### config.mk
export PLATFORM = sky130hd
export DESIGN_NAME = apb_master
export DESIGN_NICKNAME = d
export VERILOG_FILES = /design/src/rtl/apb_master.sv
export SDC_FILE = /design/constraint.sdc
export NUM_CORES = 1
export LEC_CHECK = 0
export ABC_CLOCK_PERIOD_IN_PS = 1700
export CAP_MARGIN = 20
export CORE_MARGIN = 10
export CORE_UTILIZATION = 38
export CTS_BUF_LIST = sky130_fd_sc_hd__clkbuf_16
export CTS_CLUSTER_DIAMETER = 100
export DETAILED_ROUTE_END_ITERATION = 7
export PLACE_DENSITY = 0.74
export SYNTH_ARGS = -nofsm -noshare
export SYNTH_HDL_FRONTEND = slang
export SYNTH_SLANG_ARGS = --single-unit
### constraint.sdc
create_clock -name PCLK -period 1.7 [get_ports PCLK]
set_clock_uncertainty 0.15 [all_clocks]
set_input_delay 0.255 -clock PCLK [delete_from_list [all_inputs] [get_ports PCLK]]
set_output_delay 0.255 -clock PCLK [all_outputs]
set_load 0.1 [all_outputs]
### src/rtl/apb_master.sv
// -----------------------------------------------------------------------------
// apb_master
//
// This block bridges a simple valid/ready command port to an APB completer. It
// runs one transfer at a time through three phases:
//   IDLE   -> SETUP  : a command is accepted and latched into PWRITE/PADDR/PWDATA
//   SETUP  -> ACCESS : always, after exactly one cycle
//   ACCESS -> IDLE   : when PREADY is seen, or when the wait budget runs out
//
// When a transfer ends, rsp_valid pulses for exactly one cycle. rsp_rdata and
// rsp_err then keep their values until the next completion.
//
// Ports
//   PCLK, PRESET            clock and synchronous active-high reset
//   cmd_valid / cmd_ready   local request handshake
//   cmd_write               1 = write, 0 = read
//   cmd_addr                transfer address
//   cmd_wdata               write data
//   rsp_valid               one-cycle completion pulse
//   rsp_rdata               read data (0 for writes and aborted transfers)
//   rsp_err                 completer error or timeout abort
//   PSEL/PENABLE/PWRITE     APB control (registered)
//   PADDR/PWDATA            APB address and write data (registered)
//   PRDATA/PREADY/PSLVERR   APB completer response, sampled only in ACCESS
//
// Parameters
//   AWIDTH   APB address width
//   DWIDTH   APB data width
//   TIMEOUT  number of ACCESS wait cycles tolerated before abort (1..255).
//            A completer that never answers gets TIMEOUT+1 ACCESS cycles in all.
// -----------------------------------------------------------------------------
module apb_master #(
    parameter int unsigned AWIDTH  = 4,
    parameter int unsigned DWIDTH  = 8,
    parameter int unsigned TIMEOUT = 15
) (
    input  logic              PCLK,
    input  logic              PRESET,
    input  logic              cmd_valid,
    output logic              cmd_ready,
    input  logic              cmd_write,
    input  logic [AWIDTH-1:0] cmd_addr,
    input  logic [DWIDTH-1:0] cmd_wdata,
    output logic              rsp_valid,
    output logic [DWIDTH-1:0] rsp_rdata,
    output logic              rsp_err,
    output logic              PSEL,
    output logic              PENABLE,
    output logic              PWRITE,
    output logic [AWIDTH-1:0] PADDR,
    output logic [DWIDTH-1:0] PWDATA,
    input  logic [DWIDTH-1:0] PRDATA,
    input  logic              PREADY,
    input  logic              PSLVERR
);

    typedef enum logic [1:0] {
        IDLE   = 2'd0,
        SETUP  = 2'd1,
        ACCESS = 2'd2
    } state_t;

    // The wait budget is held in an 8-bit counter, so the limit is narrowed
    // to 8 bits once here.
    localparam logic [7:0] TIMEOUT_C = 8'(TIMEOUT);

    state_t      state_r;
    logic [7:0]  wait_cnt_r;

    // These are decoded from the registered state and the completer inputs.
    // They are only meaningful in ACCESS.
    logic              done_s;
    logic              expire_s;
    logic [DWIDTH-1:0] cpl_rdata_s;

    // A request is accepted only in IDLE and never while reset is asserted.
    assign cmd_ready = (state_r == IDLE) && !PRESET;

    // Decode how the current ACCESS cycle ends. PREADY has priority over
    // the timeout, so a completer that answers on the very last allowed cycle
    // still finishes normally.
    always_comb begin
        done_s      = 1'b0;
        expire_s    = 1'b0;
        cpl_rdata_s = {DWIDTH{1'b0}};
        if (state_r == ACCESS) begin
            if (PREADY) begin
                done_s = 1'b1;
            end else if (wait_cnt_r == TIMEOUT_C) begin
                expire_s = 1'b1;
            end else begin
                done_s   = 1'b0;
                expire_s = 1'b0;
            end
        end else begin
            done_s   = 1'b0;
            expire_s = 1'b0;
        end
        // Writes return zero data so that a stale PRDATA never leaks out.
        if (PWRITE) begin
            cpl_rdata_s = {DWIDTH{1'b0}};
        end else begin
            cpl_rdata_s = PRDATA;
        end
    end

    // Transfer sequencer: state, wait counter and every output register.
    always_ff @(posedge PCLK) begin
        if (PRESET) begin
            state_r    <= IDLE;
            wait_cnt_r <= 8'd0;
            PSEL       <= 1'b0;
            PENABLE    <= 1'b0;
            PWRITE     <= 1'b0;
            PADDR      <= {AWIDTH{1'b0}};
            PWDATA     <= {DWIDTH{1'b0}};
            rsp_valid  <= 1'b0;
            rsp_rdata  <= {DWIDTH{1'b0}};
            rsp_err    <= 1'b0;
        end else begin
            // Completion is a single-cycle pulse. It is re-raised only below.
            rsp_valid <= 1'b0;
            case (state_r)
                IDLE: begin
                    PSEL    <= 1'b0;
                    PENABLE <= 1'b0;
                    // PADDR/PWRITE/PWDATA keep their last values until the
                    // next accepted command overwrites them.
                    if (cmd_valid) begin
                        PWRITE     <= cmd_write;
                        PADDR      <= cmd_addr;
                        PWDATA     <= cmd_wdata;
                        PSEL       <= 1'b1;
                        wait_cnt_r <= 8'd0;
                        state_r    <= SETUP;
                    end else begin
                        state_r    <= IDLE;
                    end
                end

                SETUP: begin
                    PSEL    <= 1'b1;
                    PENABLE <= 1'b1;
                    state_r <= ACCESS;
                end

                ACCESS: begin
                    if (done_s) begin
                        PSEL      <= 1'b0;
                        PENABLE   <= 1'b0;
                        rsp_valid <= 1'b1;
                        rsp_err   <= PSLVERR;
                        rsp_rdata <= cpl_rdata_s;
                        state_r   <= IDLE;
                    end else if (expire_s) begin
                        // The completer never answered, so the transfer is
                        // dropped and reported as an error with no data.
                        PSEL      <= 1'b0;
                        PENABLE   <= 1'b0;
                        rsp_valid <= 1'b1;
                        rsp_err   <= 1'b1;
                        rsp_rdata <= {DWIDTH{1'b0}};
                        state_r   <= IDLE;
                    end else begin
                        wait_cnt_r <= wait_cnt_r + 8'd1;
                        state_r    <= ACCESS;
                    end
                end

                default: begin
                    // The unused encoding falls back to a quiet bus.
                    PSEL    <= 1'b0;
                    PENABLE <= 1'b0;
                    state_r <= IDLE;
                end
            endcase
        end
    end

endmodule

==> impl_metrics.json, run 1 <==
{
  "port_buffers": 51,
  "maxSlewViolCount": 0,
  "required_ps": 1770,
  "n_antenna_cell": 0,
  "final_util": 0.742,
  "dieArea_um2": 6330,
  "drive_gt1_frac": 0.315,
  "fin_crit_ps": 1700,
  "place_congestion": 0.808,
  "syn-mean-instance-area_um2": 8.75,
  "drv_cap": 0,
  "fmax_mhz": 588,
  "h-tree-depth": 2,
  "multi_input_area_um2": 697,
  "crit_slowest_cell": "or4_1",
  "post-route-period-util": 1.00,
  "viasPerCell": 5.19,
  "ys_seq_area_frac": 0.520,
  "rows": 21,
  "start_kind": "register",
  "final_cell_mix": "34 x nand2_1, 30 x dfxtp_1, 27 x buf_12",
  "worst_ir_drop_vdd_uv": 753,
  "grt_pass1_vias": 1448,
  "hold_path_class": "reg -> reg",
  "grt.overflow.total": 0,
  "synth_warnings": 0,
  "cts_sinks": 35,
  "slowest_delay_ps": 480,
  "arrival_ps": 1770,
  "p_leak_nw": 0.978,
  "vias": 1390,
  "antenna_found_initial": 0,
  "drt_iter0_drc": 70,
  "crit_type": "reg -> reg",
  "die_x_um": 79.6,
  "antenna_left": 0,
  "numCtsBuffers": 5,
  "synth-seq-cells": 35,
  "crit_fanout": 8,
  "grt_pass1_wl_um": 6870,
  "core_area_um2": 3390,
  "io_pins": 52,
  "clk_latency_ps": 270,
  "layout_commonest_cell": "nand2_1",
  "fill_cells": 232,
  "root_buffer": "clkbuf_16",
  "critPathCaptureType": "register",
  "netlist_instances": 154,
  "power.total_mw": 2.27,
  "fin_cells": 268,
  "initial_core_util": 0.398,
  "route.detailed.drc": 0,
  "grt_usage": 0.137,
  "reg2regPathDepth": 6,
  "hold_violations": 0,
  "clk_pin_slew_ps": 50,
  "slew-limit-headroom": 0.632,
  "setup_viol": 0,
  "area_delta_synth_final_pct": 86.6,
  "post-place-cells": 261,
  "status": "finished clean",
  "worst_slew_pin_slew_ps": 549,
  "crit_chain": "ha_4, and3_4, a21oi_4, o21bai_4, or4_1, nand2_1",
  "cts_buffer_depth": 2,
  "grt_max_degree": 14,
  "drt-total-wl_um": 4430,
  "synth_cell_types": 31,
  "hold_depth": 2,
  "cts_tree": "done",
  "synth_area_um2": 1350,
  "wire_per_inst_um": 16.5,
  "drt_first_pass_iters": 5,
  "num-nets-final": 250,
  "powerDensity_nw_per_um2": 901,
  "die_h_um": 79.6,
  "dp_hpwl_um": 3420,
  "finalHoldWorstSlack_ps": 343,
  "grt_setup_unrepaired": "yes",
  "regArea_um2": 707,
  "syn_nets": 181
}
==> layout make-up <==
class                           instances  area share
Timing Repair Buffer                   68       0.365
Sequential cell                        35       0.281
Multi-Input combinational cell        111       0.277
Clock buffer                            5      0.0498
Tap cell                               46      0.0229
Inverter                                2     0.00299
Clock inverter                          1     0.00149
==> state kept, by name, indices dropped and copies added (netlist names) <==
register / flops
PWDATA: 8
rsp_rdata: 8
wait_cnt_r: 8
PADDR: 4
state_r: 2
PENABLE: 1
PSEL: 1
PWRITE: 1
rsp_err: 1
rsp_valid: 1
==> timing repair <==
action,4_1_cts,5_1_grt
endpoints found under the setup margin,13,19
setup buffers,0,1
cloned,0,0
gates resized for setup,7,12
pin swaps,6,4
hold buffers,0,0
==> metrics by stage <==
step / area (µm²) / TNS, ps / worst slack (ps)
after floorplan: 1380 / -43.3 / -43.3
after global placement: 2310 / -2470 / -221
after detailed placement: 2310 / -4320 / -373
after CTS: 2470 / 0 / 3.02
after global routing: 2510 / -145 / -39.3
final: 2510 / 0 / 0.718
==> routing by layer <==
metal | up-vias | part of all wire | global-route usage
li1 | 672 | - | -
met1 | 660 | 0.38 | 0.141
met2 | 49 | 0.51 | 0.218
met3 | 9 | 0.094 | 0.0777
met4 | 0 | 0.025 | 0.0681
met5 | - | 0 | 0
==> worst paths after layout <==
kind / start / endpoint / slack (ps)
min reg2reg: PWDATA[1]$_SDFFE_PP0P_ / PWDATA[1]$_SDFFE_PP0P_ / 340
min: PWDATA[1]$_SDFFE_PP0P_ / PWDATA[1]$_SDFFE_PP0P_ / 340
max: wait_cnt_r[1]$_SDFFE_PP0P_ / wait_cnt_r[2]$_SDFFE_PP0P_ / 0.7
max reg2reg: wait_cnt_r[1]$_SDFFE_PP0P_ / wait_cnt_r[2]$_SDFFE_PP0P_ / 0.7
==> cell families (layout without fill, tap and decap cells) <==
group / count (synthesis) / in the layout / synth area share
buf+inv: 8 / 76 / 0.0279
simple gates: 73 / 73 / 0.262
fa+ha+maj: 1 / 1 / 0.00928
flops: 35 / 35 / 0.520
compound gates: 36 / 36 / 0.174
mux: 1 / 1 / 0.00743
==> worst max-delay path, delay by kind of cell (launching register included) <==
| kind | cells | cell delay (ps) |
|---|---|---|
| flops | 1 | 330 |
| simple gates | 3 | 750 |
| fa+ha+maj | 1 | 170 |
| compound gates | 2 | 240 |
==> Yosys cell counts, drive strengths merged <==
master	count	area [µm²]
a22o	8	70.1
o31ai	1	7.51
a21oi	20	104
nand3b	1	7.51
a31oi	1	6.26
nand4	1	6.26
o21bai	1	11.3
a22oi	1	7.51
or4	4	30.0
inv	2	7.50
mux2i	1	10.0
and2	2	12.5
buf	1	11.3
nor3	4	20.0
and4	1	8.76
nor2	12	45.0
nor4	1	12.5
clkbuf	5	18.8
o211ai	3	22.5
ha	1	12.5
nand2	35	131
dfxtp	35	701
nand3	4	20.0
or2b	1	7.51
or3	1	6.26
nand2b	3	18.8
and2b	2	15.0
and3	1	11.3
o21ai	1	5.00
==> power by group <==
part | total, mW | switching, mW | internal, mW | leakage, nW
registers | 0.891 | 0.0367 | 0.854 | 0.287
clock network | 0.820 | 0.300 | 0.520 | 0.0669
logic | 0.555 | 0.328 | 0.227 | 0.624
Note: power is estimated with default switching activity, not from simulation.
==> run 2, diff against run 1 <==
--- a/config.mk
+++ b/config.mk
@@ -6,11 +6,12 @@
 export NUM_CORES = 1
 export LEC_CHECK = 0
 export ABC_CLOCK_PERIOD_IN_PS = 1700
-export CAP_MARGIN = 20
+export CAP_MARGIN = 30
+export CORE_ASPECT_RATIO = 0.8
 export CORE_MARGIN = 10
 export CORE_UTILIZATION = 38
 export CTS_BUF_LIST = sky130_fd_sc_hd__clkbuf_16
-export CTS_CLUSTER_DIAMETER = 100
+export CTS_CLUSTER_DIAMETER = 120
 export DETAILED_ROUTE_END_ITERATION = 7
 export PLACE_DENSITY = 0.74
 export SYNTH_ARGS = -nofsm -noshare
==> impl_metrics.json, run 2 (synthesis results as in run 1) <==
{
  "drt_first_pass_iters": 4,
  "grt.overflow.total": 0,
  "slew-limit-headroom": 0.677,
  "place_congestion": 0.863,
  "power.total_mw": 2.27,
  "crit_slowest_cell": "or4_1",
  "post-route-period-util": 1.01,
  "arrival_ps": 1790,
  "critPathCaptureType": "register",
  "wire_per_inst_um": 15.9,
  "final_cell_mix": "33 x nand2_1, 31 x dfxtp_1, 27 x buf_12",
  "maxSlewViolCount": 0,
  "viasPerCell": 5.22,
  "initial_core_util": 0.394,
  "crit_buf_inv": 0,
  "drv_cap": 0,
  "fin_tns_setup_ps": -34.2,
  "antenna_left": 0,
  "numCtsBuffers": 5,
  "dp_hpwl_um": 3160,
  "required_ps": 1770,
  "drt_iter0_drc": 121,
  "n_antenna_cell": 0,
  "h-tree-depth": 2,
  "dieArea_um2": 6340,
  "layout_commonest_cell": "nand2_1",
  "grt_max_degree": 14,
  "cts_buffer_depth": 2,
  "crit_chain": "ha_4, and3_4, a21oi_4, o21bai_4, or4_1, nand2_1",
  "drt-total-wl_um": 4260,
  "violations": "setup timing",
  "wl_met2_um": 1960,
  "r2r-start": "wait_cnt_r[1]$_SDFFE_PP0P_",
  "io_pins": 52,
  "final_util": 0.737,
  "root_buffer": "clkbuf_16",
  "antenna_found_initial": 0,
  "cpLargestDelayFamily": "simple AND/OR/NAND/NOR gates",
  "pre_cts_ws_ps": -286,
  "setup.worst_path.start": "wait_cnt_r[1]$_SDFFE_PP0P_",
  "area_delta_synth_final_pct": 87.3,
  "num-nets-final": 251,
  "topRoutingLayerUsed": "met4",
  "rows": 19,
  "cts_tree": "done",
  "hold_violations": 0,
  "drive_gt1_frac": 0.316,
  "route.detailed.drc": 0,
  "setup_viol": 3,
  "clk_pin_slew_ps": 50,
  "die_h_um": 73.3,
  "slowest_delay_ps": 490,
  "wl_met1_um": 1750,
  "worst_slew_pin_slew_ps": 482,
  "status": "finished, violations left",
  "clk_latency_ps": 270,
  "worst_ir_drop_vdd_uv": 608,
  "die_x_um": 86.6,
  "p_leak_nw": 0.988,
  "core_area_um2": 3420,
  "cts_sinks": 35,
  "crit_type": "reg -> reg",
  "met3_length_um": 477,
  "powerDensity_nw_per_um2": 900,
  "grt_setup_unrepaired": "yes",
  "hold_path_class": "in -> reg",
  "crit_fanout": 8,
  "fmax_mhz": 583,
  "worstHoldStart": "PRESET",
  "reg_top3": "PWDATA x8, rsp_rdata x8, wait_cnt_r x8",
  "fin_ws_ps": -14.3,
  "fin_crit_ps": 1710,
  "port_buffers": 51,
  "grt_pass1_wl_um": 6760,
  "grt_pass1_vias": 1443,
  "start_kind": "register",
  "vias": 1395,
  "holdBufCountCts": 0,
  "cts_setup_buffers": 0,
  "grt_usage": 0.133
}
run 2: worst register-to-register path, delay by kind of cell (launching register included):
| family | cells | cell delay [ps] |
|---|---|---|
| AOI/OAI and AO/OA | 2 | 260 |
| adders and majority gates | 1 | 160 |
| DFF | 1 | 330 |
| and+or+nand+nor | 3 | 760 |
run 2: layout make-up:
| type | instances | area, µm² |
|---|---|---|
| fill | 235 | 900 |
| multi-input combinational | 111 | 698 |
| sequential | 35 | 708 |
| timing repair buffer | 69 | 921 |
| clock buffer | 5 | 125 |
| inverter | 2 | 7.51 |
| clock inverter | 3 | 11.3 |
| tap | 42 | 52.6 |
run 2: worst paths after layout:
| check | slack, ps | depth (start not counted) | to |
|---|---|---|---|
| worst max register to register | -10 | 6 | wait_cnt_r[4]$_SDFFE_PP0P_ |
| worst min-delay path | 280 | 2 | rsp_valid$_SDFF_PP0_ |
| worst max-delay path | -10 | 6 | wait_cnt_r[4]$_SDFFE_PP0P_ |
| worst min register to register | 340 | 2 | PADDR[2]$_SDFFE_PP0P_ |
run 2: per-layer routing:
layer  global-route usage  up-vias
met1                0.150      642
met2                0.209       68
met5                    0        -
met3               0.0608        5
met4               0.0682        0
li1                     -      680
run 2: repair_timing:
action | CTS | global route
pin swaps | 3 | 13
endpoints found under the setup margin | 13 | 19
gates resized for setup | 6 | 13
run 2: where the power goes:
group          switching (mW)  internal (mW)
Combinational           0.327          0.226
Sequential             0.0351          0.852
Clock                   0.306          0.526
Total                   0.668           1.60
run 2: per-stage QoR:
step	instances	cell area [µm²]	hold slack, ps
floorplan	154	1380	227
finish	267	2520	283
detailed placement	259	2320	333
CTS	267	2480	276
global route	267	2520	313
global placement	259	2320	330
